[src/rtl/serial_arith_pkg.sv]
// Shared definitions for the bit-serial arithmetic blocks.
// Holds FSM state encodings and the legal operand width range.
package serial_arith_pkg;

    typedef logic [1:0] state_t;

    localparam logic [1:0] ST_IDLE = 2'd0;
    localparam logic [1:0] ST_RUN  = 2'd1;
    localparam logic [1:0] ST_DONE = 2'd2;

    localparam int WIDTH_MIN = 2;
    localparam int WIDTH_MAX = 64;

endpackage

[src/rtl/fa_cell.sv]
// 1-bit full adder cell shared by the bit-serial controllers.
// Ports: A, B, C (carry in) -> S (sum bit), c_out (carry out).
module fa_cell (
    input  logic A,
    input  logic B,
    input  logic C,
    output logic S,
    output logic c_out
);

    assign S     = A ^ B ^ C;
    assign c_out = (A & B) | (B & C) | (A & C);

endmodule

[src/rtl/serial_adder_ctrl.sv]
// Bit-serial adder: one fa_cell stepped LSB first over WIDTH clocks.
// Ports: clk, rst (async high), start/a/b/cin in; busy, done, sum, cout out.
module serial_adder_ctrl
    import serial_arith_pkg::*;
#(
    parameter int WIDTH = 8
) (
    input  logic             clk,
    input  logic             rst,
    input  logic             start,
    input  logic [WIDTH-1:0] a,
    input  logic [WIDTH-1:0] b,
    input  logic             cin,
    output logic             busy,
    output logic             done,
    output logic [WIDTH-1:0] sum,
    output logic             cout
);

    localparam int CW = $clog2(WIDTH);
    localparam logic [CW-1:0] CNT_LAST = CW'(WIDTH - 1);

    if (WIDTH < WIDTH_MIN || WIDTH > WIDTH_MAX) begin : g_bad_width
        $error("serial_adder_ctrl: WIDTH out of range");
    end

    state_t           state_q, state_d;
    logic [WIDTH-1:0] a_sr_q, a_sr_d;
    logic [WIDTH-1:0] b_sr_q, b_sr_d;
    logic [WIDTH-1:0] sum_sr_q, sum_sr_d;
    logic             carry_q, carry_d;
    logic             cout_q, cout_d;
    logic [CW-1:0]    cnt_q, cnt_d;

    logic             fa_s;
    logic             fa_c;

    fa_cell u_fa (
        .A     (a_sr_q[0]),
        .B     (b_sr_q[0]),
        .C     (carry_q),
        .S     (fa_s),
        .c_out (fa_c)
    );

    always_comb begin
        state_d  = state_q;
        a_sr_d   = a_sr_q;
        b_sr_d   = b_sr_q;
        sum_sr_d = sum_sr_q;
        carry_d  = carry_q;
        cout_d   = cout_q;
        cnt_d    = cnt_q;

        unique case (state_q)
            ST_IDLE, ST_DONE: begin
                state_d = ST_IDLE;
                // sum_sr and cout are left alone on capture so the
                // previous result stays visible until the first bit edge.
                if (start) begin
                    state_d = ST_RUN;
                    a_sr_d  = a;
                    b_sr_d  = b;
                    carry_d = cin;
                    cnt_d   = '0;
                end
            end
            ST_RUN: begin
                a_sr_d   = a_sr_q >> 1;
                b_sr_d   = b_sr_q >> 1;
                sum_sr_d = {fa_s, sum_sr_q[WIDTH-1:1]};
                carry_d  = fa_c;
                cout_d   = fa_c;
                if (cnt_q == CNT_LAST) begin
                    state_d = ST_DONE;
                end else begin
                    cnt_d = cnt_q + CW'(1);
                end
            end
            default: begin
                state_d = ST_IDLE;
            end
        endcase
    end

    always_ff @(posedge clk or posedge rst) begin
        if (rst) begin
            state_q  <= ST_IDLE;
            a_sr_q   <= '0;
            b_sr_q   <= '0;
            sum_sr_q <= '0;
            carry_q  <= 1'b0;
            cout_q   <= 1'b0;
            cnt_q    <= '0;
        end else begin
            state_q  <= state_d;
            a_sr_q   <= a_sr_d;
            b_sr_q   <= b_sr_d;
            sum_sr_q <= sum_sr_d;
            carry_q  <= carry_d;
            cout_q   <= cout_d;
            cnt_q    <= cnt_d;
        end
    end

    assign busy = (state_q == ST_RUN);
    assign done = (state_q == ST_DONE);
    assign sum  = sum_sr_q;
    assign cout = cout_q;

endmodule

[config.mk]
export PLATFORM = sky130hd
export DESIGN_NAME = serial_adder_ctrl
export DESIGN_NICKNAME = d
export VERILOG_FILES = /design/src/rtl/serial_arith_pkg.sv /design/src/rtl/fa_cell.sv /design/src/rtl/serial_adder_ctrl.sv
export SDC_FILE = /design/constraint.sdc
export NUM_CORES = 1
export LEC_CHECK = 0
export CORE_MARGIN = 10
export CORE_UTILIZATION = 49
export CTS_CLUSTER_DIAMETER = 100
export DETAILED_ROUTE_END_ITERATION = 8
export PLACE_DENSITY_LB_ADDON = 0.25
export SYNTH_ARGS = -nofsm -noshare
export SYNTH_HDL_FRONTEND = slang
export SYNTH_HIERARCHICAL = 1
export SYNTH_SLANG_ARGS = --single-unit
[constraint.sdc]
create_clock -name clk -period 1.85 [get_ports clk]
set_input_delay 0.2775 -clock clk [delete_from_list [all_inputs] [get_ports clk]]
set_output_delay 0.2775 -clock clk [all_outputs]
set_load 0.02 [all_outputs]
==> results_dict.tcl, run 1 <==
set metrics [dict create \
    ctsResizeCount 2 \
    cts_hold_buf 0 \
    die_y_um 74.1 \
    drc_errors 0 \
    drtIter0Drc 101 \
    antenna_found_initial 0 \
    grt_first_pass_wirelength_mm 5.27 \
    syn_area_um2 1440 \
    crit_chain "clkdlybuf4s50_1" \
    nets 203 \
    die_x_um 74.1 \
    yosysWarningCount 6 \
    tightestPinTransition_ns 0.383 \
    drtAntennaViolNets 0 \
    synth.top_cell.area_share_pct 54.1 \
    rows 19 \
    status "completed" \
    clk_path_buf_depth 2 \
    ys.flop_type "dfrtp_1" \
    max-slew-margin-rel_pct 74.5 \
    synth.distinct_cells 26 \
    yosys-top-cells-count "dfrtp_1 (31), nand2_1 (31), a21oi_1 (13)" \
    cts.sinks 31 \
    insertedDiodeCount 0 \
    die-area_um2 5490 \
    finalHoldViolCount 0 \
    initial_core_util_pct 51.6 \
    grt_pass1_vias 1187 \
    cap_violations 0 \
    netlist_instances 144 \
    drt_wl_total_mm 3.06 \
    finalCritPeriodShare_pct 86.8 \
    min_period_ns 1.61 \
    final_layout_size_suffix_gt1_share_pct 11.0 \
    clk_transition_reported_paths_ns 0.09 \
    fin_setup_tns_ns 0 \
    syn_nets 167 \
    cp.required_ns 1.57 \
    syn2layout_area_growth_pct 27.8 \
    place.gp.congestion 0.832 \
    numCtsBuffers 5 \
    cp-start-kind "flop" \
    syn_area_per_cell_um2 9.97 \
    peakVddDrop_v 0.00132 \
    io_pins 31 \
    synth.area.top_cells "dfrtp_1 (54%), nand2_1 (8.1%), a21oi_1 (4.5%)" \
    yosysSeqAreaShare_pct 54.1 \
    worst_clock_skew_ns 0.00801 \
    setup_viol 0 \
    rsz0062_at_grt "no" \
    vias_per_cell 5.17 \
    cts_setup_buffers 0 \
    p_leak_uw 0.000877 \
    cts_tree "yes" \
    port_buffers 30 \
    synthArstFlopShare_pct 100 \
    yosysTopAreaCell "dfrtp_1" \
    first_pass_iters 4 \
    core_um2 2780 \
    cp_top_family "buffers and inverters" \
    finalPower_uw 2980 \
    grt_max_degree 32 \
    wl_per_cell_um 14.4 \
    synth-edff-count 0 \
    cts_htree_levels 2 \
    max_freq_mhz 622 \
    p_per_area_nw_per_um2 1630 \
    clkLatencyLatePin_ns 0.33 \
    cp-end-kind "output port" \
    path_max_fanout 3 \
    vias 1095 \
    overflow 0 \
    worstSetupPathType "reg2out" \
    ys_seq_elements 31 \
    slowest_delay_ns 0.62 \
    slowest_stage "clkdlybuf4s50_1" \
    slew_viol_final 0 \
    worstHoldPathType "in2async" \
    grt.total_usage_pct 12.5 \
    cts_root_buf "clkbuf_4" \
    path_buf_inv 1 \
    dp.final_hpwl_mm 2.31 \
    worst_ep_arrival_time_ns 1.33 \
]
==> stage by stage <==
stage / instances / cell area, um2 / util [%] / worst slack, ns / hold slack [ns]
after detailed placement: 204 / 1770 / 63.6 / 0.329 / 0.474
after global routing: 212 / 1830 / 65.9 / 0.158 / 0.337
after floorplan: 144 / 1440 / - / 0.418 / 0.381
final: 212 / 1830 / 65.9 / 0.244 / 0.321
after global placement: 204 / 1770 / 63.6 / 0.352 / 0.460
after CTS: 212 / 1830 / 65.9 / 0.201 / 0.315
==> path summary, 6_finish.rpt <==
kind | slack (ns) | depth (start not counted) | end | startpoint
min in group clk | 0.49 | 2 | sum[0]$_DFFE_PP0N_ | sum[0]$_DFFE_PP0N_
max | 0.24 | 1 | sum[7] | sum[7]$_DFFE_PP0N_
min | 0.32 | 3 | b_sr_q[2]$_DFFE_PP0P_ | rst
max reg2reg | 0.30 | 5 | cnt_q[0]$_DFFE_PP0P_ | cnt_q[0]$_DFFE_PP0P_
min reg2reg | 0.49 | 2 | sum[0]$_DFFE_PP0N_ | sum[0]$_DFFE_PP0N_
max in group asynchronous | 1.25 | 3 | sum[4]$_DFFE_PP0N_ | rst
==> tightest hold or removal path: stages <==
cell,delay [ns]
clkdlybuf4s50_1,0.40
inv_1,0.05
buf_4,0.34
==> report_power, final <==
group / total, uW / switching, uW / leakage [uW] / internal [uW]
Sequential: 1190 / 205 / 0.000375 / 988
Combinational: 1350 / 723 / 0.000463 / 623
Clock: 445 / 221 / 0.0000386 / 223
Total: 2980 / 1150 / 0.000877 / 1830
==> metal layers <==
layer  track usage, %  part of all wire [%]  wire length, um
met1             12.8                    42             1300
met2             20.5                    50             1530
met3             7.31                   7.2              219
met4             4.76                  0.33               10
met5                0                     0                0
==> area by class of cell <==
| class | instances | area (um2) |
|---|---|---|
| clock buffers | 8 | 68.8 |
| fillers | 229 | 947 |
| inverters | 12 | 45.0 |
| multi-input cells | 92 | 548 |
| flip-flops and latches | 31 | 776 |
| well taps | 31 | 38.8 |
| repair buffers | 38 | 358 |
==> sequential cells by signal, summed over array words and instances (netlist names) <==
signal / cells
carry_q: 1
cout: 1
state_q: 2
a_sr_q: 8
sum: 8
b_sr_q: 8
cnt_q: 3
==> placed cells by master, fill, tap and decap left out <==
master / Yosys / final
dfrtp_1: 31 / 31
dlygate4sd2_1: 0 / 2
a21o_1: 1 / 1
clkbuf_8: 0 / 2
inv_1: 11 / 11
mux2i_1: 6 / 6
nor2_1: 3 / 3
inv_2: 1 / 1
fa_1: 1 / 1
o22ai_1: 9 / 9
o21ai_0: 2 / 2
or3b_4: 1 / 1
and2_1: 1 / 1
clkdlybuf4s50_1: 0 / 28
ha_1: 2 / 2
o21ai_2: 1 / 1
o211ai_1: 1 / 1
nor2b_1: 5 / 5
nand3_2: 2 / 2
buf_4: 1 / 8
a221o_1: 2 / 2
clkbuf_4: 0 / 5
a21oi_1: 13 / 13
nand3_1: 4 / 4
a211oi_1: 4 / 4
and3b_1: 1 / 1
clkbuf_1: 0 / 1
nand2_1: 31 / 31
nand2b_1: 2 / 2
==> cells by family after synthesis <==
logic type      count (synthesis)  synth area share (%)
compound gates                 33                  14.3
simple gates                   50                  16.6
fa+ha+maj                       3                  3.14
mux                             6                  4.18
buf+inv                        21                  7.76
flops                          31                  54.1
Power figures use the tool's default switching activity.
==> inputs of run 2 (changes only) <==
Settings changed: GPL_TIMING_DRIVEN set to 0, RECOVER_POWER set to 50.
==> results_dict.tcl, run 2 (same netlist as run 1, synthesis figures left out) <==
set metrics [dict create \
    status "completed" \
    first_pass_iters 4 \
    p_leak_uw 0.000863 \
    worst_clock_skew_ns 0.00866 \
    cts_tree "yes" \
    cts_root_buf "clkbuf_4" \
    overflow 0 \
    r2r_setup_slack_ns 0.30 \
    rsz0062_at_grt "no" \
    p_per_area_nw_per_um2 1610 \
    insertedDiodeCount 0 \
    vias 1127 \
    clock_power_share_pct 13.7 \
    min_period_ns 1.73 \
    nFillCells 227 \
    slew_viol_final 0 \
    cp-end-kind "output port" \
    die-area_um2 5490 \
    syn2layout_area_growth_pct 26.5 \
    clk_transition_reported_paths_ns 0.10 \
    initial_core_util_pct 51.6 \
    r2r_cells 5 \
    slowest_delay_ns 0.40 \
    drtAntennaViolNets 0 \
    swShare_pct 39.7 \
    r2r-end "cnt_q[0]$_DFFE_PP0P_" \
    grt_pass1_vias 1180 \
    cts.sinks 31 \
    power.share.sequential_pct 41.0 \
    max-slew-margin-rel_pct 24.7 \
    finalPower_uw 2920 \
    grt_first_pass_wirelength_mm 5.28 \
    die_y_um 74.1 \
    finalNonFillerCells 211 \
    dp.final_hpwl_mm 2.24 \
    cp.required_ns 1.57 \
    mostFrequentLayoutCells "nand2_1 (31), dfrtp_1 (31), clkdlybuf4s50_1 (26)" \
    io_pins 31 \
    clk_path_buf_depth 2 \
    max_freq_mhz 577 \
    crit_chain "nand2b_1, buf_2, inv_6, clkdlybuf4s15_2" \
    grt.total_usage_pct 12.1 \
    drt_wl_total_mm 3.12 \
    grt_max_degree 32 \
    nets 203 \
    post-route-util_pct 65.3 \
    regToRegStartpoint "cnt_q[0]$_DFFE_PP0P_" \
    place_area_um2 1770 \
    core_um2 2780 \
    cap_violations 0 \
    rows 19 \
    dp_cells 205 \
    finalHoldViolCount 0 \
    min_from "sum[0]$_DFFE_PP0N_" \
    port_buffers 30 \
    die_x_um 74.1 \
    drc_errors 0 \
    tightestPinTransition_ns 1.13 \
    numCtsBuffers 5 \
    path_max_fanout 13 \
    antenna_found_initial 0 \
    internal_power_uw 1760 \
    setup_viol 0 \
    switching_power_uw 1160 \
    p_comb_share_pct 45.3 \
    worstHoldPathType "reg2reg" \
    design_area_um2 1820 \
    place.gp.congestion 0.736 \
    fin_setup_tns_ns 0 \
    final_layout_size_suffix_gt1_share_pct 9.44 \
    worstHoldPathCells 2 \
    worstSetupPathType "reg2out" \
    cp-start-kind "flop" \
    finalCritPeriodShare_pct 93.7 \
    wl_per_cell_um 14.8 \
    worst_ep_arrival_time_ns 1.46 \
    vias_per_cell 5.34 \
    cts_htree_levels 2 \
    peakVddDrop_v 0.00115 \
    clkLatencyLatePin_ns 0.33 \
    drtIter0Drc 62 \
    min_to "sum[0]$_DFFE_PP0N_" \
    slowest_stage "dfrtp_1" \
]
==> run 2: worst max path at each step <==
| stage | start | endpoint | slack, ns | cells past startpoint |
|---|---|---|---|---|
| after CTS | state_q[1]$_DFFE_PP0P_ | busy | 0.008 | 4 |
| after global routing | state_q[1]$_DFFE_PP0P_ | busy | 0.01 | 4 |
| after floorplan | cnt_q[0]$_DFFE_PP0P_ | cnt_q[0]$_DFFE_PP0P_ | 0.42 | 5 |
| after detailed placement | state_q[1]$_DFFE_PP0P_ | busy | -0.06 | 5 |
| final | state_q[1]$_DFFE_PP0P_ | busy | 0.12 | 4 |
| after global placement | state_q[1]$_DFFE_PP0P_ | busy | -0.04 | 5 |
==> run 2: critical path: cells and delay by family, from the launching register on <==
family / cells / cell delay, ns
AND/OR/NAND/NOR: 1 / 0.14
flip-flops: 1 / 0.40
buffers and inverters: 3 / 0.58
==> run 2: per-stage QoR <==
stage	hold WS [ns]	setup WS, ns
finish	0.489	0.117
global route	0.514	0.0107
CTS	0.493	0.00850
detailed placement	0.469	-0.0594
global placement	0.461	-0.0390
floorplan	0.381	0.418
==> run 2: layout make-up <==
class | count | area (um2) | share of cell area (%)
clock inverter | 1 | 5.00 | 0.276
multi-input combinational | 92 | 546 | 30.0
timing repair buffer | 30 | 300 | 16.5
tap | 31 | 38.8 | 2.14
clock buffer | 6 | 51.3 | 2.83
inverter | 12 | 50.0 | 2.76
buffer | 8 | 48.8 | 2.69
sequential | 31 | 776 | 42.7
==> run 2: metal layers <==
metal | vias to the layer above | routed length (um) | GRT usage, %
li1 | 558 | - | -
met1 | 536 | 1300 | 13.6
met2 | 28 | 1540 | 20.2
met3 | 5 | 241 | 5.72
met4 | 0 | 31 | 3.11
met5 | - | 0 | 0
==> run 2: power by group through the flow <==
stage	Clock, uW	Combinational [uW]	Sequential [uW]
global placement	0	1320	1190
global route	437	1510	1240
floorplan	0	848	1270
detailed placement	0	1370	1210
CTS	412	1370	1200
finish	401	1320	1200
==> run 2: timing repair <==
action                                  in CTS  in global routing
hold buffers                                 0                  0
resized for setup                            4                  2
endpoints found under the setup margin       2                  1
buffers inserted                             0                  0
==> inputs of run 3 (changes only) <==
Settings changed: CAP_MARGIN set to 20.
==> results_dict.tcl, run 3 (same netlist as run 1, synthesis figures left out) <==
set metrics [dict create \
    io_pins 31 \
    clk_transition_reported_paths_ns 0.10 \
    tightestPinTransition_ns 0.614 \
    mostFrequentLayoutCells "nand2_1 (31), dfrtp_1 (31), clkdlybuf4s50_1 (26)" \
    drc_errors 0 \
    slowest_delay_ns 0.40 \
    vias 1133 \
    nets 204 \
    first_pass_iters 4 \
    cts.sinks 31 \
    grt_max_degree 26 \
    worstSetupPathType "reg2out" \
    overflow 0 \
    worstHoldPathType "in2async" \
    numCtsBuffers 5 \
    port_buffers 30 \
    worst_ep_arrival_time_ns 1.48 \
    rsz0062_at_grt "no" \
    finalHoldViolCount 0 \
    cap_violations 0 \
    insertedDiodeCount 0 \
    grt_first_pass_wirelength_mm 5.13 \
    dp_cells 206 \
    cts_setup_buffers 0 \
    syn2layout_area_growth_pct 26.9 \
    cp_top_family "buffers and inverters" \
    drtAntennaViolNets 0 \
    grt_pass1_vias 1175 \
    cts_htree_levels 2 \
    final_layout_size_suffix_gt1_share_pct 11.5 \
    cp.required_ns 1.57 \
    drtIter0Drc 65 \
    cp-end-kind "output port" \
    min_period_ns 1.75 \
    setup_viol 0 \
    place_area_um2 1800 \
    drt_wl_total_mm 3.02 \
    cp-start-kind "flop" \
    peakVddDrop_v 0.00107 \
    grt.total_usage_pct 12.0 \
    cts_root_buf "clkbuf_4" \
    vias_per_cell 5.32 \
    path_buf_inv 3 \
    path_max_fanout 13 \
    max_freq_mhz 570 \
    slew_viol_final 0 \
    finalCritPeriodShare_pct 94.7 \
    design_area_um2 1820 \
    slowest_stage "dfrtp_1" \
    cts_tree "yes" \
    clkLatencyLatePin_ns 0.34 \
    whs_ns 0.288 \
    place.gp.congestion 0.736 \
    core_um2 2780 \
    antenna_found_initial 0 \
    die_y_um 74.1 \
    die-area_um2 5490 \
    clk_path_buf_depth 2 \
    worst_clock_skew_ns 0.0112 \
    wl_per_cell_um 14.2 \
    rows 19 \
    p_per_area_nw_per_um2 1590 \
    finalNonFillerCells 213 \
    status "completed" \
    dp.final_hpwl_mm 2.29 \
    crit_chain "nand2b_1, buf_2, inv_4, clkdlybuf4s15_2" \
    p_leak_uw 0.000870 \
    initial_core_util_pct 51.6 \
    max-slew-margin-rel_pct 59.1 \
    die_x_um 74.1 \
    nFillCells 233 \
]
-- run 3: cell count changes in the layout (fill, tap and decap cells not counted) --
| cell | previous run | this run |
|---|---|---|
| or3b_1 | 1 | 0 |
| clkbuf_1 | 3 | 2 |
| inv_6 | 1 | 0 |
| buf_4 | 0 | 1 |
| clkinv_2 | 1 | 3 |
| or3b_4 | 0 | 1 |
| inv_4 | 0 | 1 |
| clkbuf_2 | 0 | 1 |
| clkbuf_8 | 1 | 0 |
-- run 3: final cells by class --
class                      count  area, um2  area share [%]
tap                           31       38.8            2.13
timing repair buffer          31        305            16.8
buffer                         8       52.6            2.89
sequential                    31        776            42.6
multi-input combinational     92        548            30.1
clock inverter                 3       15.0           0.825
inverter                      12       47.5            2.61
clock buffer                   5       37.5            2.06
-- run 3: per-stage QoR --
| step | setup TNS [ns] | total power [uW] | utilization, % | worst slack, ns |
|---|---|---|---|---|
| after floorplan | 0 | 2120 | - | 0.418 |
| after global placement | -0.0390 | 2510 | 63.8 | -0.0390 |
| after detailed placement | -0.0540 | 2590 | 64.8 | -0.0540 |
| after CTS | 0 | 2950 | 66.5 | 0.00573 |
| after global routing | 0 | 3160 | 65.5 | 0.00349 |
| final | 0 | 2900 | 65.5 | 0.0971 |
-- run 3: timing repair --
action                     in CTS  in global routing
setup endpoints to repair       2                  1
hold buffers                    0                  0
cloned                          0                  0
gates resized for setup         4                  1
-- run 3: final timing paths --
check                                  startpoint                    end  slack (ns)  cells past startpoint
max                        state_q[1]$_DFFE_PP0P_                   busy         0.1                      4
max in group asynchronous                     rst     sum[5]$_DFFE_PP0N_        0.69                      3
min reg2reg                    sum[0]$_DFFE_PP0N_     sum[0]$_DFFE_PP0N_        0.49                      2
max reg2reg                  cnt_q[0]$_DFFE_PP0P_   cnt_q[0]$_DFFE_PP0P_        0.35                      5
min in group clk               sum[0]$_DFFE_PP0N_     sum[0]$_DFFE_PP0N_        0.49                      2
min                                           rst  b_sr_q[4]$_DFFE_PP0P_        0.29                      2
-- run 3: power by group --
part,internal (uW),leakage (uW),switching (uW)
sequential,988,0.000375,212
combinational,621,0.000460,705
clock,141,0.0000347,235
total,1750,0.000870,1150
-- run 3: metal layers --
layer | routed length [um] | GRT usage, % | share of wire [%]
met1 | 1280 | 13.3 | 42
met2 | 1420 | 18.8 | 47
met3 | 251 | 6.25 | 8.3
met4 | 65 | 5.59 | 2.2
met5 | 0 | 0 | 0
-- run 3: worst reg2reg max path, stage by stage, from the launching register on --
cell and delay, ns:
dfrtp_1 0.43, ha_1 0.22, ha_1 0.20, or3b_4 0.41, nand3_2 0.09, o21ai_2 0.05
